### src/rtl/program_loader_pkg.sv
// Shared load-FSM state encoding and frame constants for the program loader
// and the CPU top-level load-mode mux.
package program_loader_pkg;

    typedef enum logic [2:0] {
        ST_IDLE  = 3'd0,
        ST_COUNT = 3'd1,
        ST_LO    = 3'd2,
        ST_HI    = 3'd3,
        ST_WR    = 3'd4,
        ST_CSUM  = 3'd5,
        ST_DONE  = 3'd6,
        ST_ERR   = 3'd7
    } load_state_e;

    localparam int unsigned LOAD_DEFAULT_WORDS = 8;

    // A frame must carry at least one word and no more than the RAM holds.
    function automatic logic count_valid(input logic [7:0] n, input int unsigned max_count);
        return (n != 8'd0) && (32'(n) <= max_count);
    endfunction

endpackage

### src/rtl/byte_word_assembler.sv
// Builds a DATA_W-bit word from a low byte and a high byte and keeps the
// running XOR of every byte fed in since the last clear.
module byte_word_assembler #(
    parameter int DATA_W = 11
) (
    input  logic              clk,
    input  logic              reset,
    input  logic              clear_i,
    input  logic              seed_i,
    input  logic              lo_i,
    input  logic              hi_i,
    input  logic [7:0]        byte_i,
    output logic [DATA_W-1:0] word_o,
    output logic [7:0]        xor_o
);

    logic [7:0] lo_q, lo_d;
    logic [7:0] xor_q, xor_d;

    always_comb begin
        lo_d  = lo_q;
        xor_d = xor_q;
        if (clear_i) begin
            xor_d = 8'h00;
        end else if (seed_i) begin
            xor_d = byte_i;
        end else if (lo_i) begin
            lo_d  = byte_i;
            xor_d = xor_q ^ byte_i;
        end else if (hi_i) begin
            xor_d = xor_q ^ byte_i;
        end
    end

    always_ff @(posedge clk) begin
        if (reset) begin
            lo_q  <= 8'h00;
            xor_q <= 8'h00;
        end else begin
            lo_q  <= lo_d;
            xor_q <= xor_d;
        end
    end

    // Valid while the high byte is on byte_i; unused high-byte bits drop here.
    assign word_o = {byte_i[DATA_W-9:0], lo_q};
    assign xor_o  = xor_q;

endmodule

### src/rtl/program_loader.sv
// Streams a COUNT/words/CHK frame from a byte link into instruction RAM and
// releases the CPU only after the checksum matches.
module program_loader
    import program_loader_pkg::*;
#(
    parameter int WORDS  = 8,
    parameter int ADDR_W = 3,
    parameter int DATA_W = 11
) (
    input  logic              clk,
    input  logic              reset,
    input  logic              start,
    input  logic [7:0]        in_data,
    input  logic              in_valid,
    output logic              in_ready,
    output logic [DATA_W-1:0] RAM_Write_Data,
    output logic [ADDR_W-1:0] RAM_Write_Address,
    output logic              RAM_Write_Enable,
    output logic              PC_Enable,
    output logic              cpu_reset,
    output logic              busy,
    output logic              done,
    output logic              error,
    output load_state_e       dbg_state_o
);

    localparam int unsigned MaxCount = WORDS;

    // Handshake: a byte moves on a rising edge where in_valid && in_ready;
    // in_ready depends only on state, and a low in_valid simply stalls.
    load_state_e       state_q, state_d;
    logic [ADDR_W-1:0] addr_q, addr_d;
    logic [7:0]        count_q, count_d;
    logic [DATA_W-1:0] ram_data_q, ram_data_d;
    logic [ADDR_W-1:0] ram_addr_q, ram_addr_d;

    logic              xfer;
    logic              asm_clear, asm_seed, asm_lo, asm_hi;
    logic [DATA_W-1:0] asm_word;
    logic [7:0]        asm_xor;
    logic [7:0]        addr_next8;

    byte_word_assembler #(
        .DATA_W(DATA_W)
    ) u_asm (
        .clk    (clk),
        .reset  (reset),
        .clear_i(asm_clear),
        .seed_i (asm_seed),
        .lo_i   (asm_lo),
        .hi_i   (asm_hi),
        .byte_i (in_data),
        .word_o (asm_word),
        .xor_o  (asm_xor)
    );

    assign xfer       = in_valid && in_ready;
    assign addr_next8 = 8'(addr_q) + 8'd1;

    always_comb begin
        state_d    = state_q;
        addr_d     = addr_q;
        count_d    = count_q;
        ram_data_d = ram_data_q;
        ram_addr_d = ram_addr_q;
        asm_clear  = 1'b0;
        asm_seed   = 1'b0;
        asm_lo     = 1'b0;
        asm_hi     = 1'b0;
        unique case (state_q)
            ST_IDLE, ST_DONE, ST_ERR: begin
                if (start) begin
                    state_d   = ST_COUNT;
                    addr_d    = '0;
                    asm_clear = 1'b1;
                end
            end
            ST_COUNT: begin
                if (xfer) begin
                    if (count_valid(in_data, MaxCount)) begin
                        state_d  = ST_LO;
                        count_d  = in_data;
                        asm_seed = 1'b1;
                    end else begin
                        state_d = ST_ERR;
                    end
                end
            end
            ST_LO: begin
                if (xfer) begin
                    state_d = ST_HI;
                    asm_lo  = 1'b1;
                end
            end
            ST_HI: begin
                if (xfer) begin
                    state_d    = ST_WR;
                    asm_hi     = 1'b1;
                    ram_data_d = asm_word;
                    ram_addr_d = addr_q;
                end
            end
            ST_WR: begin
                addr_d  = addr_q + ADDR_W'(1);
                state_d = (addr_next8 == count_q) ? ST_CSUM : ST_LO;
            end
            ST_CSUM: begin
                if (xfer) begin
                    state_d = (in_data == asm_xor) ? ST_DONE : ST_ERR;
                end
            end
            default: state_d = ST_IDLE;
        endcase
    end

    always_ff @(posedge clk) begin
        if (reset) begin
            state_q    <= ST_IDLE;
            addr_q     <= '0;
            count_q    <= 8'h00;
            ram_data_q <= '0;
            ram_addr_q <= '0;
        end else begin
            state_q    <= state_d;
            addr_q     <= addr_d;
            count_q    <= count_d;
            ram_data_q <= ram_data_d;
            ram_addr_q <= ram_addr_d;
        end
    end

    assign in_ready          = (state_q == ST_COUNT) || (state_q == ST_LO) ||
                               (state_q == ST_HI)    || (state_q == ST_CSUM);
    assign RAM_Write_Enable  = (state_q == ST_WR);
    assign RAM_Write_Data    = ram_data_q;
    assign RAM_Write_Address = ram_addr_q;
    assign PC_Enable         = (state_q == ST_DONE);
    assign cpu_reset         = (state_q != ST_DONE);
    assign busy              = in_ready || (state_q == ST_WR);
    assign done              = (state_q == ST_DONE);
    assign error             = (state_q == ST_ERR);
    assign dbg_state_o       = state_q;

endmodule

### config.mk
export PLATFORM = sky130hd
export DESIGN_NAME = program_loader
export DESIGN_NICKNAME = d
export VERILOG_FILES = /design/src/rtl/program_loader_pkg.sv /design/src/rtl/byte_word_assembler.sv /design/src/rtl/program_loader.sv
export SDC_FILE = /design/constraint.sdc
export NUM_CORES = 1
export LEC_CHECK = 0
export BUFFER_PORTS_ARGS = -buffer_cell sky130_fd_sc_hd__clkbuf_2
export CAP_MARGIN = 20
export CORE_UTILIZATION = 45
export DETAILED_ROUTE_END_ITERATION = 12
export PLACE_DENSITY_LB_ADDON = 0.12
export RECOVER_POWER = 50
export SKIP_LAST_GASP = 1
export SLEW_MARGIN = 20
export SYNTH_ARGS = -nofsm -noshare
export SYNTH_HDL_FRONTEND = slang
export SYNTH_HIERARCHICAL = 1
export SYNTH_SLANG_ARGS = --single-unit
### constraint.sdc
create_clock -name clk -period 2.05 [get_ports clk]
set_clock_uncertainty 0.2 [all_clocks]
set_input_delay 0.41 -clock clk [delete_from_list [all_inputs] [get_ports clk]]
set_output_delay 0.41 -clock clk [all_outputs]
set_load 0.005 [all_outputs]
**Yosys cells after proc, flatten, opt, wreduce, memory -nomap -nowiden**

Index checks and enable logic that the tools add are counted.

- Equality and inequality tests: 15
- Add/subtract/negate cells: 2
- Bitwise operators: 3
- Order comparisons: 1
- Reductions and logical operators: 17
- Mux-type cells: 22

Operators with widths:

| kind | number |
|---|---|
| 3-bit 2-to-1 mux | 8 |
| 8-bit 2-to-1 mux | 3 |
| 3-bit case mux with 6 select lines | 1 |
| 3-bit == test, second input constant | 4 |
| 2-bit != test, second input constant | 5 |
| 1-bit 2-to-1 mux | 9 |
| 4-bit by 8-bit == test with 1-bit output | 1 |
| 8-bit == test | 1 |
| 8-bit by 4-bit <= comparator with 1-bit output, second input constant | 1 |
| 8-bit nonzero test | 1 |
| 8-bit bitwise XOR | 1 |
| 3-bit by 2-bit == test with 1-bit output, second input constant | 2 |
| 3-bit case mux with 2 select lines | 1 |
| 3-bit AND reduction | 2 |
| 5-bit AND reduction | 1 |
| 3-bit by 1-bit adder with 4-bit output, second input constant | 1 |
| 1-bit logical OR | 4 |
| 2-bit AND reduction | 2 |
| 3-bit by 1-bit adder with 3-bit output, second input constant | 1 |
| 3-bit by 1-bit == test with 1-bit output, second input constant | 1 |
| 3-bit logical NOT | 1 |
| 3-bit != test, second input constant | 1 |
| 3-bit nonzero test | 1 |
| 3-bit OR reduction | 1 |
| 4 further kinds | 6 |

- Word-level logic and storage cells: 67
- Register bits after elaboration: 44
- Output and inout port bits: 24

**Longest topological paths before layout**

- Depth after elaboration: 10
- Depth in mapped cells: 8

**Cells and area by module**

The synthesis kept the hierarchy.

Modules (own cells, without submodules):

| module | sequential area each (um2) | times used | cells each | area an instance (um2) |
|---|---|---|---|---|
| program_loader | 560.5 | 1 | 171 | 1347.5 |
| byte_word_assembler | 320.3 | 1 | 75 | 785.8 |

**Worst setup path after synthesis**

No wires, ideal clock.

- Path type: input port to flip-flop
- From: input port in_data[7]
- To: register u_asm.xor_q[4] (netlist: u_asm/xor_o[4])
- Slack: -0.070 ns
- Arrival: 1.796 ns
- Library setup time: 0.124 ns
- Cell stages on the path: 8
- Path through: or4_1 -> nor3_1 -> and3_1 -> buf_6 -> buf_6 -> nand2b_2 -> xnor2_1 -> nor2_1

- Longest elaborated chain between the ends: 6
- Elaborated cells on any way between the ends: 8
- Those cells by class: order compare: 1; mux: 4; reduce/logical: 3

Ends and longest elaborated chain:

| what | RTL line | RTL |
|---|---|---|
| start: declaration | program_loader.sv:13 | `input logic [7:0] in_data,` |
| 8-bit by 4-bit <= comparator with 1-bit output or 8-bit nonzero test (tied branches) | program_loader_pkg.sv:20 | `return (n != 8'd0) && (32'(n) <= max_count);` |
| 1-bit logical AND * | program_loader_pkg.sv:20 |  |
| 1-bit 2-to-1 mux * | program_loader.sv:80 | `if (count_valid(in_data, MaxCount)) begin` |
| 1-bit 2-to-1 mux * | program_loader.sv:79 | `if (xfer) begin` |
| 1-bit 2-to-1 mux * | program_loader.sv:70 | `unique case (state_q)` |
| net asm_seed | program_loader.sv:38 | `logic asm_clear, asm_seed, asm_lo, asm_hi;` |
| 3-bit nonzero test (no source line) or 8-bit 2-to-1 mux (tied branches) | n/a |  |
| end signal: assignment | byte_word_assembler.sv:41 | `xor_q <= xor_d;` |
| end: declaration | byte_word_assembler.sv:18 | `logic [7:0] xor_q, xor_d;` |

Mark *: on every way through the listed nets, which the timed path passes. The rest lies on a longest branch.
A chain may end at the register's enable or synchronous reset.

**Worst setup path in the final report**

- From: input port in_data[7]
- To: register u_asm.xor_q[6] (netlist: u_asm/xor_o[6])

- Longest elaborated chain between the ends: 6
- Elaborated cells on any way between the ends: 8
- Those cells by class: order compare: 1; mux: 4; reduce/logical: 3

Ends and longest elaborated chain:

| what | RTL line |
|---|---|
| 8-bit by 4-bit <= comparator with 1-bit output or 8-bit nonzero test (tied branches) | program_loader_pkg.sv:20 |
| 1-bit logical AND * | program_loader_pkg.sv:20 |
| 1-bit 2-to-1 mux * | program_loader.sv:80 |
| 1-bit 2-to-1 mux * | program_loader.sv:79 |
| 1-bit 2-to-1 mux * | program_loader.sv:70 |
| 3-bit nonzero test (no source line) or 8-bit 2-to-1 mux (tied branches) | n/a |

Mark *: on every way between the ends. The rest lies on a longest branch, timed or not.

==> flow_metrics.py <==
metrics = {
    "final_layout": {
        "regArea_sq_um": 883,
        "final_common_cell": "dfxtp_1",
        "final_cell_mix": "42 x dfxtp_1, 34 x nand2_1, 34 x clkbuf_2, 26 x nor2_1, 24 x buf_4",
        "nets": 314,
        "fillers": 420,
        "drive_gt1_frac": 0.325,
        "area_growth_pct": 25.5,
        "final_util": 0.602,
        "multiInputGateArea_sq_um": 1140,
        "antenna_cells": 0,
    },
    "clocking": {
        "ctsHoldBuffers": 0,
        "cts_buffers": 5,
        "htree_num_levels": 2,
        "clk_pin_slew_ns": 0.09,
        "cts_num_sinks": 44,
        "cts_root_buffer": "clkbuf_8",
        "worstSkewPairLatency_ns": 0.30,
        "cts_tree": "yes",
        "cts_buffer_depth": 2,
    },
    "place": {
        "place_ws_ns": -0.394,
        "hpwl_um": 3350,
        "io_buffer_count": 35,
        "place_congestion": 0.795,
    },
    "worst_setup_path": {
        "worstPathMaxFanout": 10,
        "startpoint_type": "input pin",
        "end_kind": "register",
        "required_ns": 2.04,
        "reg2regPathDepth": 8,
        "crit_arrival_ns": 2.00,
        "worstSetupPathType": "input pin to register",
    },
    "logic_synthesis": {
        "yosys_most_used_dff": "dfxtp_1",
        "synth_edf_count": 0,
        "synthDominantCellAreaShare": 0.413,
        "synth_area_per_cell_sq_um": 8.67,
        "syn-cell-area_sq_um": 2130,
        "synth-compound-area-share": 0.138,
        "synth_xor_area_frac": 0.0821,
        "synth.distinct_cells": 36,
        "async_flop_share": 0,
        "ys_seq_area_frac": 0.413,
        "syn_inst": 246,
        "synth_seq_cells": 44,
        "synth_top_family_by_area": "simple AND/OR/NAND/NOR gates",
        "ys_top_cells_by_area": "dfxtp_1 41%, xnor2_1 7.0%, nand2_1 6.2%",
        "synth_mux_area_frac": 0.0610,
        "synthAdderAreaFrac": 0.00587,
        "yosysTopAreaCell": "dfxtp_1",
        "syn_nets": 259,
        "yosysWarnings": 6,
        "yosys.area_share.simple": 0.231,
    },
    "detailed_routing": {
        "ant_nets": 0,
        "drc": 0,
        "via_count": 1824,
        "wl_per_cell_um": 13.4,
        "drt_iter0_drc": 102,
        "wl_um": 4760,
        "via_per_inst": 5.15,
        "drtPass1Iterations": 6,
    },
    "grt": {
        "grt_use_total": 0.205,
        "grt_first_pass_wirelength_um": 8150,
        "grt_pass1_vias": 1751,
        "grt_max_degree": 22,
        "grt-ovfl-total": 0,
        "antenna_found_initial": 0,
    },
    "timing": {
        "period_share": 0.983,
        "rsz0062_at_grt": "yes",
        "setup_viol": 0,
        "fin_crit_ns": 2.01,
        "whs_ns": 0.257,
        "setup_slack_ns": 0.0358,
        "worst_pin_slew_ns": 0.520,
        "max_clock_freq_mhz": 496,
        "slew_violations": 0,
        "finalHoldViolations": 0,
        "timing.setup.tns_ns": 0,
        "relSlewSlack": 0.650,
    },
    "pwr": {
        "intPower_uw": 1710,
        "pwr-share-comb": 0.347,
        "p_per_area_nw_per_um2": 951,
        "clockPowerShare": 0.269,
        "peakVddDrop_mv": 0.433,
        "switchingPower_uw": 833,
        "swShare": 0.327,
        "leakage_uw": 0.00104,
        "pwr-share-seq": 0.384,
    },
    "worst_hold_path": {
        "whs_path_depth": 2,
        "hp-class": "register to register",
    },
    "floorplan": {
        "start_util": 0.480,
        "die-area_sq_um": 5020,
        "pin_count": 36,
        "coreArea_sq_um": 4440,
        "die_x_um": 70.9,
        "die_h_um": 70.9,
        "fp-row-count": 24,
    },
    "flow_run": {
        "max-cap-violations": 0,
    },
    "status": {
        "status": "finished clean",
    },
}
-- path summary, 6_finish.rpt --
check | from | end | slack, ns
worst max register to register | dbg_state_o[1] | u_asm/lo_q[7] | 0.14
worst max-delay path | in_data[7] | u_asm/xor_o[6] | 0.04
worst min-delay path | u_asm/lo_q[3] | RAM_Write_Data[3] | 0.26
worst min register to register | u_asm/lo_q[3] | RAM_Write_Data[3] | 0.26
-- flip-flops by register name, summed over array words and instances (netlist names) --
signal / count
RAM_Write_Data: 11
count_q: 8
u_asm/xor_o: 8
RAM_Write_Address: 3
dbg_state_o: 3
u_asm/lo_q: 8
addr_q: 3
-- final cells by class --
type,instances,area share
Multi-Input combinational cell,177,0.425
Sequential cell,44,0.330
Timing Repair Buffer,67,0.170
Clock buffer,5,0.0257
Tap cell,52,0.0243
Clock inverter,3,0.0173
Inverter,6,0.00841
-- metal layers --
layer  GRT usage  part of all wire
met5           0                 0
met4      0.0756             0.013
met3      0.0356             0.031
met2       0.334              0.47
met1       0.273              0.48
-- what timing repair did --
item / in CTS / in global routing
cloned: 0 / 1
pin swaps: 1 / 2
endpoints found under the setup margin: 19 / 20
setup buffers: 1 / 0
resized for setup: 7 / 8
-- Yosys cell counts (6+ instances only) --
cell / instances
a21oi_1: 20
buf_4: 6
dfxtp_1: 44
inv_1: 6
mux2i_1: 13
nand2_1: 35
nand2b_2: 8
nor2_1: 27
o31ai_2: 8
xnor2_1: 17
-- through the flow --
step / instances / area (sq um) / total power, uW
2_1_floorplan: 246 / 2140 / 1510
6_report: 354 / 2680 / 2550
3_5_place_dp: 344 / 2490 / 1850
4_1_cts: 353 / 2650 / 2560
5_1_grt: 354 / 2680 / 2690
3_3_place_gp: 344 / 2490 / 1850
-- cells by family (layout without fill, tap and decap cells) --
kind of cell | Yosys count | after routing
AOI/OAI and AO/OA | 42 | 42
xor gates and xnor gates | 20 | 20
adders and majority gates | 1 | 1
buffers and inverters | 25 | 81
DFF | 44 | 44
muxes | 13 | 13
and+or+nand+nor | 101 | 101
-- worst max-delay path, stage by stage --
cell and delay, ns:
clkbuf_2 0.09, or4_4 0.55, nor3_4 0.21, and3_4 0.26, clkbuf_16 0.19, o31ai_2 0.08, xnor2_1 0.15, nor2_1 0.05
-- power by group through the flow --
stage | Combinational, uW | Clock, uW | Sequential, uW
6_report | 883 | 685 | 978
3_3_place_gp | 854 | 0 | 996
5_1_grt | 968 | 736 | 990
4_1_cts | 885 | 701 | 976
3_5_place_dp | 857 | 0 | 995
2_1_floorplan | 520 | 0 | 992
Note: power is estimated with default switching activity, not from simulation.
